`src/rtl/yarp_pkg.sv`:
```
// Shared types for the YARP memory arbiter: core access-size codes,
// arbiter FSM states and requesting-port identifiers.
package yarp_pkg;

  localparam logic [1:0] BYTE = 2'b00;
  localparam logic [1:0] HALF = 2'b01;
  localparam logic [1:0] WORD = 2'b10;

  typedef enum logic [1:0] {
    ARB_IDLE = 2'b00,
    ARB_REQ  = 2'b01,
    ARB_RSP  = 2'b10,
    ARB_DONE = 2'b11
  } arb_state_t;

  typedef enum logic {
    PORT_IF = 1'b0,
    PORT_D  = 1'b1
  } port_id_t;

endpackage

```
`src/rtl/yarp_strb_gen.sv`:
```
// Combinational byte-lane generator: access size + address low bits ->
// bus byte enables, lane-replicated store data and misalignment flag.
module yarp_strb_gen
  import yarp_pkg::*;
(
  input  logic [1:0]  size,
  input  logic [1:0]  addr_lo,
  input  logic [31:0] wdata,
  output logic [3:0]  be,
  output logic [31:0] bus_wdata,
  output logic        misalign
);

  always_comb begin
    be        = 4'b1111;
    bus_wdata = wdata;
    misalign  = 1'b0;
    case (size)
      BYTE: begin
        be        = 4'b0001 << addr_lo;
        bus_wdata = {4{wdata[7:0]}};
      end
      HALF: begin
        be        = 4'b0011 << addr_lo;
        bus_wdata = {2{wdata[15:0]}};
        misalign  = addr_lo[0];
      end
      default: begin
        misalign  = |addr_lo;
      end
    endcase
  end

endmodule

```
`src/rtl/yarp_mem_arbiter.sv`:
```
// Arbitrates the YARP fetch and data ports onto one memory bus, one transaction
// in flight. Define YARP_ARB_RR_EN for round-robin; default is fixed data priority.
module yarp_mem_arbiter
  import yarp_pkg::*;
(
  input  logic        clk,
  input  logic        reset_n,
  input  logic        if_req_i,
  input  logic [31:0] if_addr_i,
  output logic        if_rvalid_o,
  output logic [31:0] if_rdata_o,
  input  logic        d_req_i,
  input  logic [31:0] d_addr_i,
  input  logic        d_wr_i,
  input  logic [1:0]  d_byte_en_i,
  input  logic [31:0] d_wdata_i,
  output logic        d_rvalid_o,
  output logic [31:0] d_rdata_o,
  output logic        d_misalign_o,
  output logic        stall_o,
  output logic        bus_req_o,
  output logic [31:0] bus_addr_o,
  output logic        bus_wr_o,
  output logic [3:0]  bus_be_o,
  output logic [31:0] bus_wdata_o,
  input  logic        bus_gnt_i,
  input  logic        bus_rvalid_i,
  input  logic [31:0] bus_rdata_i
);

  arb_state_t  state_q, state_d;
  logic        any_req, sel_d, sel_wr, req_mis;
  logic [31:0] sel_addr;
  logic [1:0]  sel_size;
  logic [3:0]  sg_be;
  logic [31:0] sg_wdata;
  logic        sg_mis;

  logic [31:0] addr_q, wdata_q, if_rdata_q, d_rdata_q;
  logic [3:0]  be_q;
  logic        wr_q, mis_q;
  port_id_t    port_q;

  assign any_req = if_req_i | d_req_i;

`ifdef YARP_ARB_RR_EN
  port_id_t last_q;

  // On contention the port not served last wins; a lone request always wins.
  assign sel_d = d_req_i & (~if_req_i | (last_q == PORT_IF));

  always_ff @(posedge clk or negedge reset_n) begin
    if (!reset_n) begin
      last_q <= PORT_IF;
    end else if (state_q == ARB_IDLE && any_req) begin
      last_q <= sel_d ? PORT_D : PORT_IF;
    end
  end
`else
  assign sel_d = d_req_i;
`endif

  assign sel_addr = sel_d ? d_addr_i : if_addr_i;
  assign sel_size = sel_d ? d_byte_en_i : WORD;
  assign sel_wr   = sel_d & d_wr_i;
  // Fetches are always full-word reads; only data accesses can be misaligned.
  assign req_mis  = sel_d & sg_mis;

  yarp_strb_gen u_strb_gen (
    .size      (sel_size),
    .addr_lo   (sel_addr[1:0]),
    .wdata     (d_wdata_i),
    .be        (sg_be),
    .bus_wdata (sg_wdata),
    .misalign  (sg_mis)
  );

  always_ff @(posedge clk or negedge reset_n) begin
    if (!reset_n) begin
      state_q <= ARB_IDLE;
    end else begin
      state_q <= state_d;
    end
  end

  always_comb begin
    state_d      = state_q;
    bus_req_o    = 1'b0;
    if_rvalid_o  = 1'b0;
    d_rvalid_o   = 1'b0;
    d_misalign_o = 1'b0;
    case (state_q)
      ARB_IDLE: begin
        if (any_req) state_d = req_mis ? ARB_DONE : ARB_REQ;
      end
      ARB_REQ: begin
        bus_req_o = 1'b1;
        if (bus_gnt_i) state_d = ARB_RSP;
      end
      ARB_RSP: begin
        if (bus_rvalid_i) state_d = ARB_DONE;
      end
      ARB_DONE: begin
        if_rvalid_o  = (port_q == PORT_IF);
        d_rvalid_o   = (port_q == PORT_D);
        d_misalign_o = mis_q;
        state_d      = ARB_IDLE;
      end
      default: state_d = ARB_IDLE;
    endcase
  end

  always_ff @(posedge clk or negedge reset_n) begin
    if (!reset_n) begin
      addr_q     <= '0;
      wdata_q    <= '0;
      be_q       <= '0;
      wr_q       <= 1'b0;
      mis_q      <= 1'b0;
      port_q     <= PORT_IF;
      if_rdata_q <= '0;
      d_rdata_q  <= '0;
    end else begin
      if (state_q == ARB_IDLE && any_req) begin
        addr_q  <= sel_addr;
        wdata_q <= sg_wdata;
        be_q    <= sg_be;
        wr_q    <= sel_wr;
        mis_q   <= req_mis;
        port_q  <= sel_d ? PORT_D : PORT_IF;
        if (req_mis) d_rdata_q <= '0;
      end
      if (state_q == ARB_RSP && bus_rvalid_i) begin
        if (port_q == PORT_IF) begin
          if_rdata_q <= bus_rdata_i;
        end else begin
          d_rdata_q  <= bus_rdata_i >> {addr_q[1:0], 3'b000};
        end
      end
    end
  end

  assign bus_addr_o  = {addr_q[31:2], 2'b00};
  assign bus_wr_o    = wr_q;
  assign bus_be_o    = be_q;
  assign bus_wdata_o = wdata_q;
  assign if_rdata_o  = if_rdata_q;
  assign d_rdata_o   = d_rdata_q;

  assign stall_o = (if_req_i & ~if_rvalid_o) | (d_req_i & ~d_rvalid_o);

endmodule
```
`config.mk`:
```
export PLATFORM = sky130hd
export DESIGN_NAME = yarp_mem_arbiter
export DESIGN_NICKNAME = d
export VERILOG_FILES = /design/src/rtl/yarp_pkg.sv /design/src/rtl/yarp_strb_gen.sv /design/src/rtl/yarp_mem_arbiter.sv
export SDC_FILE = /design/constraint.sdc
export NUM_CORES = 1
export LEC_CHECK = 0
export CORE_UTILIZATION = 43
export CTS_CLUSTER_SIZE = 14
export DETAILED_ROUTE_END_ITERATION = 8
export PLACE_DENSITY = 0.87
export RECOVER_POWER = 25
export SLEW_MARGIN = 20
export SYNTH_ARGS = -nofsm -noshare
export SYNTH_HDL_FRONTEND = slang
export SYNTH_SLANG_ARGS = --single-unit
```
`constraint.sdc`:
```
create_clock -name clk -period 2.13 [get_ports clk]
set_clock_uncertainty 0.2 [all_clocks]
set_input_delay 0.639 -clock clk [delete_from_list [all_inputs] [get_ports clk]]
set_output_delay 0.639 -clock clk [all_outputs]
set_load 0.005 [all_outputs]
```
==> run summary <==
ys flop type: dfrtp_1
global-route usage over all layers: 27.5%
vias in the first global route: 6194
Synth Cell Area: 0.00665 mm^2
post-route insts no fill: 1128
GPL Wtd Cong: 0.826
Post-synth EDFFs: 0
maximum VDD drop: 0.614 mV
Worst-Skew Late Latency: 420 ps
max-cap viol count: 0
first-pass GRT wire length: 33.5 mm
gr ovfl total: 0
ys async rst share: 100%
chip height: 126 um
Fmax achieved: 434 MHz
Mapped Cells: 617
Final Max Slew Viols: 0
CTS tree: built
Crit Path Max Fanout: 3
clk slew on worst S/H paths: 60 ps
FILL cells: 1097
dpl cells: 1070
final count of hold timing violations: 0
vias per cell: 5.35
layout cells sized above 1: 19.9%
final count of negative-setup-slack endpoints: 4
Syn Area/Cell: 10.8 um^2
via count: 6033
DR WL/cell: 18.8 um
CTS Buf Count: 17
drt drc: 0
H-tree levels: 4
diode count: 0
Req. time, crit path: 1290 ps
PortBufs: 272
DRT iter0 DRCs: 419
failing checks: negative setup slack
initial antenna violation count: 0
CP startpoint kind: register
drt total wl: 21.2 mm
Worst Max-Slew Pin Slew: 784 ps
PnR worst setup slack: -173 ps
drt first pass iters: 5
pin count of the biggest net entering global routing: 55
Yosys cell types: 44
fin nets: 1069
CP Data Arrival Time: 1460 ps
WHS: 272 ps
Top Ports: 275
sequential share of the synthesized area: 51.5%
Pwr Density: 1290 mW/mm^2
P&R area growth vs syn: 58.3%
Final min period: 2300 ps
Tcrit/Tclk final: 108%
Leakage: 5.35 nW
antenna viol nets, final: 0
RSZ-0062 raised after global routing: yes
Clk Tree Root Cell: clkbuf_16
Hold Crit Class: reg -> reg
DP Wirelength: 15.0 mm
CP Capture Type: output port
core region area: 0.0151 mm^2
site row count: 45
status: finished with violations
Die Wd: 126 um
DIE AREA: 0.0160 mm^2
flip-flop and latch count after synthesis: 137
Yosys warnings: 0
clock tree sinks: 137
Rel. slew slack: 47.6%
CTS Buffer Depth: 2
initial core utilization: 43.9%
WS Path Type: reg -> out
-- flip-flops by register name, summed over array words and instances, names as in the netlist --
name         flops
d_rdata_o       32
if_rdata_o      32
bus_wr_o         1
state_q          2
bus_be_o         4
bus_wdata_o     32
addr_q          32
mis_q            1
port_q           1
-- cells in the mapped netlist, types with 9 or more instances --
| cell | number | area (um^2) |
|---|---|---|
| nand3_1 | 26 | 130 |
| dfrtp_1 | 137 | 3430 |
| nand2_1 | 110 | 413 |
| o21ai_0 | 37 | 185 |
| buf_4 | 39 | 293 |
| o22ai_1 | 17 | 106 |
| buf_2 | 24 | 120 |
| nor2b_1 | 11 | 68.8 |
| nor2_1 | 13 | 48.8 |
| mux2_2 | 42 | 473 |
| mux2i_1 | 64 | 641 |
| a2bb2oi_1 | 9 | 78.8 |
| a22o_1 | 10 | 87.6 |
-- worst paths after layout --
| path | slack, ps | start | cells past startpoint | to |
|---|---|---|---|---|
| min reg2reg | 270 | addr_q[18] | 2 | addr_q[18] |
| max | -170 | state_q[0] | 5 | if_rvalid_o |
| min | 270 | addr_q[18] | 2 | addr_q[18] |
| min in group asynchronous | 540 | reset_n | 2 | if_rdata_o[18] |
| max in group asynchronous | 150 | reset_n | 3 | bus_be_o[2] |
| max reg2reg | 80 | state_q[1] | 7 | d_rdata_o[24] |
-- what timing repair did --
item,4_1_cts,5_1_grt
pin swaps,3,3
hold buffers,1,0
setup endpoints to repair,111,45
endpoints found under the hold margin,7,0
gates resized for setup,128,35
buffers inserted,19,7
-- power by group --
| part | internal (mW) | total, mW | switching (mW) |
|---|---|---|---|
| Sequential | 3.84 | 4.52 | 0.671 |
| Combinational | 3.42 | 6.10 | 2.69 |
| Clock | 1.76 | 2.93 | 1.17 |
-- layer usage --
| layer | share of wire (%) | vias to the layer above | global-route usage (%) | wire (um) |
|---|---|---|---|---|
| li1 | - | 2762 | - | - |
| met1 | 36 | 2948 | 29.9 | 7640 |
| met2 | 52 | 281 | 49.2 | 11100 |
| met3 | 8.9 | 42 | 9.70 | 1880 |
| met4 | 2.8 | 0 | 10.6 | 596 |
| met5 | 0 | - | 0 | 0 |
-- critical path: stages (launching register included) --
cell and delay, ps:
dfrtp_1 380, ha_2 200, nor2b_4 130, buf_4 130, buf_6 100, buf_6 100
-- final cells by class --
cell class	instances	area (um^2)	area share (%)
clock buffer	19	443	4.21
multi-input combinational	398	2750	26.1
tap	188	235	2.23
timing repair buffer	367	3500	33.3
clock inverter	13	145	1.38
sequential	137	3430	32.6
inverter	6	25.0	0.238
-- per-stage QoR --
| stage | TNS, ps | instance area (um^2) | util (%) | setup WS, ps | power (mW) |
|---|---|---|---|---|---|
| final | -474 | 10500 | 69.5 | -173 | 13.6 |
| after global routing | -1010 | 10500 | 69.5 | -251 | 14.4 |
| after global placement | -11240 | 9780 | 64.5 | -626 | 10.7 |
| after detailed placement | -13780 | 9780 | 64.5 | -647 | 10.9 |
| after floorplan | 0 | 6660 | - | 27.2 | 7.48 |
| after CTS | -482 | 10400 | 68.8 | -213 | 13.6 |
-- cells in the final DEF, fill, tap and decap left out, types with 5 or more instances in the layout --
cell type	n
buf_12	9
o32ai_1	7
o31ai_1	8
buf_6	6
inv_1	5
mux2_2	42
clkbuf_16	17
dlygate4sd2_1	97
mux2i_1	64
clkdlybuf4s50_1	137
o21ai_1	5
nor2b_1	10
dfrtp_1	137
nand3_1	25
buf_4	81
o22ai_1	17
o21ai_0	37
nor2_1	12
nand2_1	110
dlymetal6s2s_1	31
a22o_1	10
a211oi_1	8
a2bb2oi_1	8
-- cell families after synthesis --
kind of cell | count (synthesis) | share of synthesized area (%)
other cells | 1 | 0.0564
mux | 106 | 16.7
simple gates | 168 | 10.9
flops | 137 | 51.5
fa+ha+maj | 5 | 0.941
compound gates | 117 | 12.0
buf+inv | 83 | 7.86
No activity file was read; power rests on OpenSTA's default activity.
